[src/rtl/draw_menu_image_if.sv]
// Pixel-stream bundle for the main-menu overlay stage: VGA timing in/out,
// the image_rom address/data pair, the show request and the fade status.
interface draw_menu_image_if;
  logic        show;
  logic [10:0] hcount_in;
  logic [10:0] vcount_in;
  logic        hsync_in;
  logic        vsync_in;
  logic        hblnk_in;
  logic        vblnk_in;
  logic [11:0] rgb_in;
  logic [19:0] rom_addr;
  logic [11:0] rom_rgb;
  logic [10:0] hcount_out;
  logic [10:0] vcount_out;
  logic        hsync_out;
  logic        vsync_out;
  logic        hblnk_out;
  logic        vblnk_out;
  logic [11:0] rgb_out;
  logic        fade_busy;

  // The drawing stage itself sits on this side.
  modport slave (
    input  show, hcount_in, vcount_in, hsync_in, vsync_in, hblnk_in, vblnk_in,
           rgb_in, rom_rgb,
    output rom_addr, hcount_out, vcount_out, hsync_out, vsync_out, hblnk_out,
           vblnk_out, rgb_out, fade_busy
  );

  modport master (
    output show, hcount_in, vcount_in, hsync_in, vsync_in, hblnk_in, vblnk_in,
           rgb_in, rom_rgb,
    input  rom_addr, hcount_out, vcount_out, hsync_out, vsync_out, hblnk_out,
           vblnk_out, rgb_out, fade_busy
  );
endinterface

[src/rtl/draw_menu_image.sv]
// Overlays the main-menu bitmap from image_rom onto the VGA pixel stream with a
// 3-clock pipeline and a frame-counted brightness fade driven by 'show'.
module draw_menu_image #(
  parameter int XPOS             = 0,
  parameter int YPOS             = 0,
  parameter int IMG_W            = 1024,
  parameter int IMG_H            = 768,
  parameter int FADE_STEP_FRAMES = 4
) (
  input logic              clk,
  input logic              rst_n,
  draw_menu_image_if.slave vga
);

  localparam logic [1:0] HIDDEN   = 2'd0;
  localparam logic [1:0] FADE_IN  = 2'd1;
  localparam logic [1:0] SHOWN    = 2'd2;
  localparam logic [1:0] FADE_OUT = 2'd3;

  localparam int          X_HI     = XPOS + IMG_W - 1;
  localparam int          Y_HI     = YPOS + IMG_H - 1;
  localparam logic [19:0] STRIDE   = 20'(IMG_W);
  localparam int          CNT_W    = (FADE_STEP_FRAMES > 1) ? $clog2(FADE_STEP_FRAMES) : 1;
  localparam logic [CNT_W-1:0] CNT_LAST = CNT_W'(FADE_STEP_FRAMES - 1);

  logic        in_win;
  logic [10:0] row;
  logic [10:0] col;
  logic [19:0] addr_next;

  logic        win1, win2;
  logic [11:0] rgb1, rgb2;
  logic [10:0] hc1, hc2, vc1, vc2;
  logic [3:0]  tim1, tim2;

  logic [1:0]       state, state_nxt;
  logic [4:0]       level, level_nxt;
  logic [CNT_W-1:0] frame_cnt, cnt_nxt;
  logic             tick;
  logic             wrap;

  // Channel brightness scale: level 16 is unity gain, level 0 is black.
  function automatic logic [3:0] scale4(input logic [3:0] c, input logic [4:0] lv);
    return 4'(({4'd0, c} * {3'd0, lv}) >> 4);
  endfunction

  always_comb begin
    in_win = (int'(vga.hcount_in) >= XPOS) && (int'(vga.hcount_in) <= X_HI) &&
             (int'(vga.vcount_in) >= YPOS) && (int'(vga.vcount_in) <= Y_HI) &&
             !vga.hblnk_in && !vga.vblnk_in;
    row       = vga.vcount_in - 11'(YPOS);
    col       = vga.hcount_in - 11'(XPOS);
    addr_next = {9'd0, row} * STRIDE + {9'd0, col};
  end

  always_ff @(posedge clk or negedge rst_n) begin
    if (!rst_n) begin
      vga.rom_addr   <= '0;
      win1           <= 1'b0;
      win2           <= 1'b0;
      rgb1           <= '0;
      rgb2           <= '0;
      hc1            <= '0;
      hc2            <= '0;
      vc1            <= '0;
      vc2            <= '0;
      tim1           <= '0;
      tim2           <= '0;
      vga.hcount_out <= '0;
      vga.vcount_out <= '0;
      vga.hsync_out  <= 1'b0;
      vga.vsync_out  <= 1'b0;
      vga.hblnk_out  <= 1'b0;
      vga.vblnk_out  <= 1'b0;
      vga.rgb_out    <= '0;
    end else begin
      vga.rom_addr <= in_win ? addr_next : 20'd0;
      win1 <= in_win;
      rgb1 <= vga.rgb_in;
      hc1  <= vga.hcount_in;
      vc1  <= vga.vcount_in;
      tim1 <= {vga.hsync_in, vga.vsync_in, vga.hblnk_in, vga.vblnk_in};
      // Stage 2 waits out the ROM's registered read so data and timing meet.
      win2 <= win1;
      rgb2 <= rgb1;
      hc2  <= hc1;
      vc2  <= vc1;
      tim2 <= tim1;
      vga.hcount_out <= hc2;
      vga.vcount_out <= vc2;
      {vga.hsync_out, vga.vsync_out, vga.hblnk_out, vga.vblnk_out} <= tim2;
      vga.rgb_out <= (win2 && level != 5'd0)
                     ? {scale4(vga.rom_rgb[11:8], level),
                        scale4(vga.rom_rgb[7:4], level),
                        scale4(vga.rom_rgb[3:0], level)}
                     : rgb2;
    end
  end

  assign tick = (vga.hcount_in == 11'd0) && (vga.vcount_in == 11'd0);
  assign wrap = tick && (frame_cnt == CNT_LAST);

  // A change of 'show' wins over a step in the same cycle; the level guards
  // cover a reversal that lands exactly on an end point.
  always_comb begin
    state_nxt = state;
    level_nxt = level;
    cnt_nxt   = frame_cnt;
    case (state)
      HIDDEN: begin
        if (vga.show) begin
          state_nxt = FADE_IN;
          cnt_nxt   = '0;
        end
      end
      FADE_IN: begin
        if (!vga.show) begin
          state_nxt = FADE_OUT;
          cnt_nxt   = '0;
        end else if (level == 5'd16) begin
          state_nxt = SHOWN;
          cnt_nxt   = '0;
        end else if (tick) begin
          cnt_nxt = wrap ? '0 : frame_cnt + 1'b1;
          if (wrap) begin
            level_nxt = level + 5'd1;
            if (level == 5'd15) state_nxt = SHOWN;
          end
        end
      end
      SHOWN: begin
        if (!vga.show) begin
          state_nxt = FADE_OUT;
          cnt_nxt   = '0;
        end
      end
      FADE_OUT: begin
        if (vga.show) begin
          state_nxt = FADE_IN;
          cnt_nxt   = '0;
        end else if (level == 5'd0) begin
          state_nxt = HIDDEN;
          cnt_nxt   = '0;
        end else if (tick) begin
          cnt_nxt = wrap ? '0 : frame_cnt + 1'b1;
          if (wrap) begin
            level_nxt = level - 5'd1;
            if (level == 5'd1) state_nxt = HIDDEN;
          end
        end
      end
      default: begin
        state_nxt = HIDDEN;
        level_nxt = 5'd0;
        cnt_nxt   = '0;
      end
    endcase
  end

  always_ff @(posedge clk or negedge rst_n) begin
    if (!rst_n) begin
      state         <= HIDDEN;
      level         <= 5'd0;
      frame_cnt     <= '0;
      vga.fade_busy <= 1'b0;
    end else begin
      state         <= state_nxt;
      level         <= level_nxt;
      frame_cnt     <= cnt_nxt;
      vga.fade_busy <= (state_nxt == FADE_IN) || (state_nxt == FADE_OUT);
    end
  end

endmodule
[src/flat_wrapper.sv]
// flat-port wrapper written by rule: the top's interface ports become plain ports
module draw_menu_image_flat 
#(
  parameter int XPOS             = 0,
  parameter int YPOS             = 0,
  parameter int IMG_W            = 1024,
  parameter int IMG_H            = 768,
  parameter int FADE_STEP_FRAMES = 4
)
  (clk, rst_n, vga_show, vga_hcount_in, vga_vcount_in, vga_hsync_in, vga_vsync_in, vga_hblnk_in, vga_vblnk_in, vga_rgb_in, vga_rom_rgb, vga_rom_addr, vga_hcount_out, vga_vcount_out, vga_hsync_out, vga_vsync_out, vga_hblnk_out, vga_vblnk_out, vga_rgb_out, vga_fade_busy);
  draw_menu_image_if vga_i ();
  input logic clk;
  input logic rst_n;
  input wire logic [$bits(vga_i.show)-1:0] vga_show;
  input wire logic [$bits(vga_i.hcount_in)-1:0] vga_hcount_in;
  input wire logic [$bits(vga_i.vcount_in)-1:0] vga_vcount_in;
  input wire logic [$bits(vga_i.hsync_in)-1:0] vga_hsync_in;
  input wire logic [$bits(vga_i.vsync_in)-1:0] vga_vsync_in;
  input wire logic [$bits(vga_i.hblnk_in)-1:0] vga_hblnk_in;
  input wire logic [$bits(vga_i.vblnk_in)-1:0] vga_vblnk_in;
  input wire logic [$bits(vga_i.rgb_in)-1:0] vga_rgb_in;
  input wire logic [$bits(vga_i.rom_rgb)-1:0] vga_rom_rgb;
  output wire logic [$bits(vga_i.rom_addr)-1:0] vga_rom_addr;
  output wire logic [$bits(vga_i.hcount_out)-1:0] vga_hcount_out;
  output wire logic [$bits(vga_i.vcount_out)-1:0] vga_vcount_out;
  output wire logic [$bits(vga_i.hsync_out)-1:0] vga_hsync_out;
  output wire logic [$bits(vga_i.vsync_out)-1:0] vga_vsync_out;
  output wire logic [$bits(vga_i.hblnk_out)-1:0] vga_hblnk_out;
  output wire logic [$bits(vga_i.vblnk_out)-1:0] vga_vblnk_out;
  output wire logic [$bits(vga_i.rgb_out)-1:0] vga_rgb_out;
  output wire logic [$bits(vga_i.fade_busy)-1:0] vga_fade_busy;
  assign vga_i.show = vga_show;
  assign vga_i.hcount_in = vga_hcount_in;
  assign vga_i.vcount_in = vga_vcount_in;
  assign vga_i.hsync_in = vga_hsync_in;
  assign vga_i.vsync_in = vga_vsync_in;
  assign vga_i.hblnk_in = vga_hblnk_in;
  assign vga_i.vblnk_in = vga_vblnk_in;
  assign vga_i.rgb_in = vga_rgb_in;
  assign vga_i.rom_rgb = vga_rom_rgb;
  assign vga_rom_addr = vga_i.rom_addr;
  assign vga_hcount_out = vga_i.hcount_out;
  assign vga_vcount_out = vga_i.vcount_out;
  assign vga_hsync_out = vga_i.hsync_out;
  assign vga_vsync_out = vga_i.vsync_out;
  assign vga_hblnk_out = vga_i.hblnk_out;
  assign vga_vblnk_out = vga_i.vblnk_out;
  assign vga_rgb_out = vga_i.rgb_out;
  assign vga_fade_busy = vga_i.fade_busy;
  draw_menu_image #(.XPOS(XPOS), .YPOS(YPOS), .IMG_W(IMG_W), .IMG_H(IMG_H), .FADE_STEP_FRAMES(FADE_STEP_FRAMES)) u_core (.clk(clk), .rst_n(rst_n), .vga(vga_i));
endmodule
[config.mk]
export PLATFORM = sky130hd
export DESIGN_NAME = draw_menu_image_flat
export DESIGN_NICKNAME = d
export VERILOG_FILES = /design/src/rtl/draw_menu_image_if.sv /design/src/rtl/draw_menu_image.sv /design/src/flat_wrapper.sv
export SDC_FILE = /design/constraint.sdc
export NUM_CORES = 1
export LEC_CHECK = 0
export ABC_CLOCK_PERIOD_IN_PS = 7250
export CAP_MARGIN = 20
export CORE_ASPECT_RATIO = 0.7
export CORE_MARGIN = 5
export CORE_UTILIZATION = 50
export DETAILED_ROUTE_END_ITERATION = 12
export PLACE_DENSITY = 0.77
export SETUP_SLACK_MARGIN = 0.5
export SLEW_MARGIN = 20
export SYNTH_ARGS = -nofsm -noshare
export SYNTH_HDL_FRONTEND = slang
export SYNTH_SLANG_ARGS = --single-unit
[constraint.sdc]
create_clock -name clk -period 7.25 [get_ports clk]
set_clock_uncertainty 0.2 [all_clocks]
set_input_delay 1.8125 -clock clk [delete_from_list [all_inputs] [get_ports clk]]
set_output_delay 1.8125 -clock clk [all_outputs]
set_load 0.01 [all_outputs]
==> results.py <==
metrics = {
    "grt": {
        "antenna_found_initial": 0,
        "grt_start_max_net_pins": 80,
        "gr-total-overflow": 0,
        "grt_pass1_wl_um": 21700,
        "grt_pass1_vias": 4028,
        "grtUsageTotal_pct": 20.0,
    },
    "detailed_routing": {
        "dr.pass1.iters": 4,
        "drtAntennaViolNets": 0,
        "vias_per_cell": 5.10,
        "routed_wl_um": 12800,
        "drc": 0,
        "drtIter0Drc": 222,
        "wl_per_cell_um": 17.6,
        "num_vias": 3730,
    },
    "sta": {
        "rsz0062_at_grt": "false",
        "max_slew_margin_pct": 45.3,
        "layout_worst_path_cycle_share_pct": 65.4,
        "drv_slew": 0,
        "setup_viol": 0,
        "tns_ns": 0,
        "worst_slack_ns": 2.51,
        "finalCriticalPeriod_ns": 4.74,
        "fmax_mhz": 211,
        "worst_pin_slew_ns": 0.821,
        "hold_viol_final": 0,
    },
    "placement": {
        "io_buffers": 111,
        "hpwl_um": 8840,
        "place_ws_ns": 2.11,
        "place.gp.congestion": 0.783,
        "placed_area_um2": 7080,
    },
    "cts": {
        "cts-root-buf": "clkbuf_16",
        "clkSinkCount": 145,
        "cts_hold_buf": 0,
        "cts_made_buffers": 17,
        "cts_tree": "built",
        "worstSkewPairLatency_ns": 0.41,
        "htreeDepth": 4,
        "clk_pin_slew_worst_paths_ns": 0.06,
        "postCtsSetupBuffers": 0,
        "clockBufferDepth": 2,
        "post_cts_resized": 0,
    },
    "power": {
        "ir_drop_v": 0.000213,
        "p_per_area_nw_per_um2": 242,
        "p_leak_nw": 3.54,
        "clkPwrFrac_pct": 47.5,
        "total_power_mw": 1.86,
        "switching_share_pct": 23.4,
        "intPower_mw": 1.42,
        "seqPwrFrac_pct": 46.1,
        "pwr-share-comb_pct": 6.4,
        "power.switching_mw": 0.434,
    },
    "floorplan": {
        "pin_count": 112,
        "start_util_pct": 52.0,
        "num_rows": 32,
        "dieArea_um2": 13900,
        "die_h_um": 100,
        "design.core.area_um2": 11200,
        "die_w_um": 139,
    },
    "min_path": {
        "holdCritPathClass": "reg -> reg",
        "hold_depth": 0,
    },
    "flow_run": {
        "drv_cap": 0,
    },
    "yosys": {
        "synth_area_um2": 5810,
        "synth_area_leaders": "dfrtp_1 62%, ha_1 7.5%, fa_1 5.2%, and2_1 3.6%, nand2_1 2.8%",
        "ys_ff_latch": 145,
        "ys_warn_count": 0,
        "yosysUniqueCellTypes": 39,
        "yosys.area.top_type": "dfrtp_1",
        "ys_seq_area_share_pct": 62.5,
        "avgSynthCellArea_um2": 13.1,
        "synth_async_sr_flop_share_pct": 100,
        "synth_top_area_share_pct": 62.5,
        "netlist_instances": 445,
        "synth_ff_type": "dfrtp_1",
        "syn_nets": 548,
        "synth-edff-count": 0,
    },
    "cells_and_area": {
        "layout.nets": 668,
        "layout_commonest_cell": "dfrtp_1",
        "final_cell_mix": "145 x dfrtp_1, 110 x clkdlybuf4s50_1, 44 x nand2_1",
        "drive_gt1_share_pct": 8.13,
        "fin_area_um2": 7680,
        "utilization_pct": 68.7,
        "area_delta_synth_final_pct": 32.2,
        "n_antenna_cell": 0,
    },
    "critical_path": {
        "crit_type": "in -> reg",
        "worstRegToRegCells": 11,
        "start_kind": "input pin",
        "end_kind": "flip-flop",
        "critPathArrivalTime_ns": 4.86,
        "cp_max_fo": 5,
        "crit_required_ns": 7.37,
    },
    "status": {
        "outcome": "finished clean",
    },
}
==> Yosys cell counts (9+ instances only) <==
library cell	n
and2_1	33
xnor2_1	18
fa_1	15
and3_1	12
nand3_1	9
dfrtp_1	145
o21ai_0	16
ha_1	35
a21oi_1	14
nand2_1	44
inv_1	25
nor2_1	11
xor2_1	11
==> per-layer routing <==
metal  up-vias  part of all wire [%]  global-route usage, %
li1       1732                     -                      -
met1      1895                    43                   25.6
met2        87                    51                   34.1
met3        16                   4.2                   4.86
met4         0                   1.2                   6.39
met5         -                     0                      0
==> critical path, cell delays in order <==
cell	delay [ns]
clkdlybuf4s50_1	0.47
and2_1	0.21
fa_1	0.54
inv_1	0.05
fa_1	0.53
inv_1	0.04
ha_1	0.34
nand4_1	0.11
o2111ai_1	0.30
a21oi_1	0.13
xnor2_1	0.14
o21ai_0	0.18
==> path summary, 6_finish.rpt <==
path / from / slack (ns) / endpoint
worst max register to register: u_core.level[2] / 3.73 / u_core.vga.rgb_out[3]
worst min-delay path: u_core.tim1[0] / 0.14 / u_core.tim2[0]
worst min register to register: u_core.tim1[0] / 0.14 / u_core.tim2[0]
max in group asynchronous: rst_n / 4.35 / u_core.vga.rgb_out[4]
worst max-delay path: vga_rom_rgb[3] / 2.51 / u_core.vga.rgb_out[3]
min in group asynchronous: rst_n / 1.19 / u_core.vga.vcount_out[4]
==> state kept, by name, indices dropped and copies added (netlist names), 2 cells and up <==
signal / cells
u_core.frame_cnt: 2
u_core.hc1: 11
u_core.hc2: 11
u_core.level: 5
u_core.rgb1: 12
u_core.rgb2: 12
u_core.state: 2
u_core.tim1: 4
u_core.tim2: 4
u_core.vc1: 11
u_core.vc2: 11
u_core.vga.hcount_out: 11
u_core.vga.rgb_out: 12
u_core.vga.rom_addr: 20
u_core.vga.vcount_out: 11
==> per-stage QoR <==
stage | hold slack (ns) | instances
after detailed placement | 0.135 | 699
after floorplan | 0.131 | 445
final | 0.138 | 731
after CTS | 0.143 | 731
after global placement | 0.131 | 699
after global routing | 0.149 | 731
==> cell families (layout without fill, tap and decap cells) <==
group,count (synthesis),in the layout,synth area share [%]
compound gates,47,47,5.17
xor+xnor,29,29,4.37
fa+ha+maj,50,50,12.7
buf+inv,38,171,2.61
flops,145,145,62.5
mux,1,1,0.194
simple gates,135,135,12.5
==> power groups by stage <==
stage / clock network [mW] / logic (mW) / registers, mW
final: 0.881 / 0.119 / 0.856
after global routing: 0.936 / 0.132 / 0.859
after CTS: 0.899 / 0.121 / 0.856
after detailed placement: 0 / 0.120 / 0.870
after global placement: 0 / 0.116 / 0.868
after floorplan: 0 / 0.0252 / 0.873
==> layout make-up <==
type,instances,area [um^2]
clock inverter,15,174
inverter,25,93.8
multi-input combinational,262,2030
clock buffer,17,425
sequential,145,3630
tap,153,191
fill,763,3490
timing repair buffer,114,1130
(Power assumes the default switching activity.)
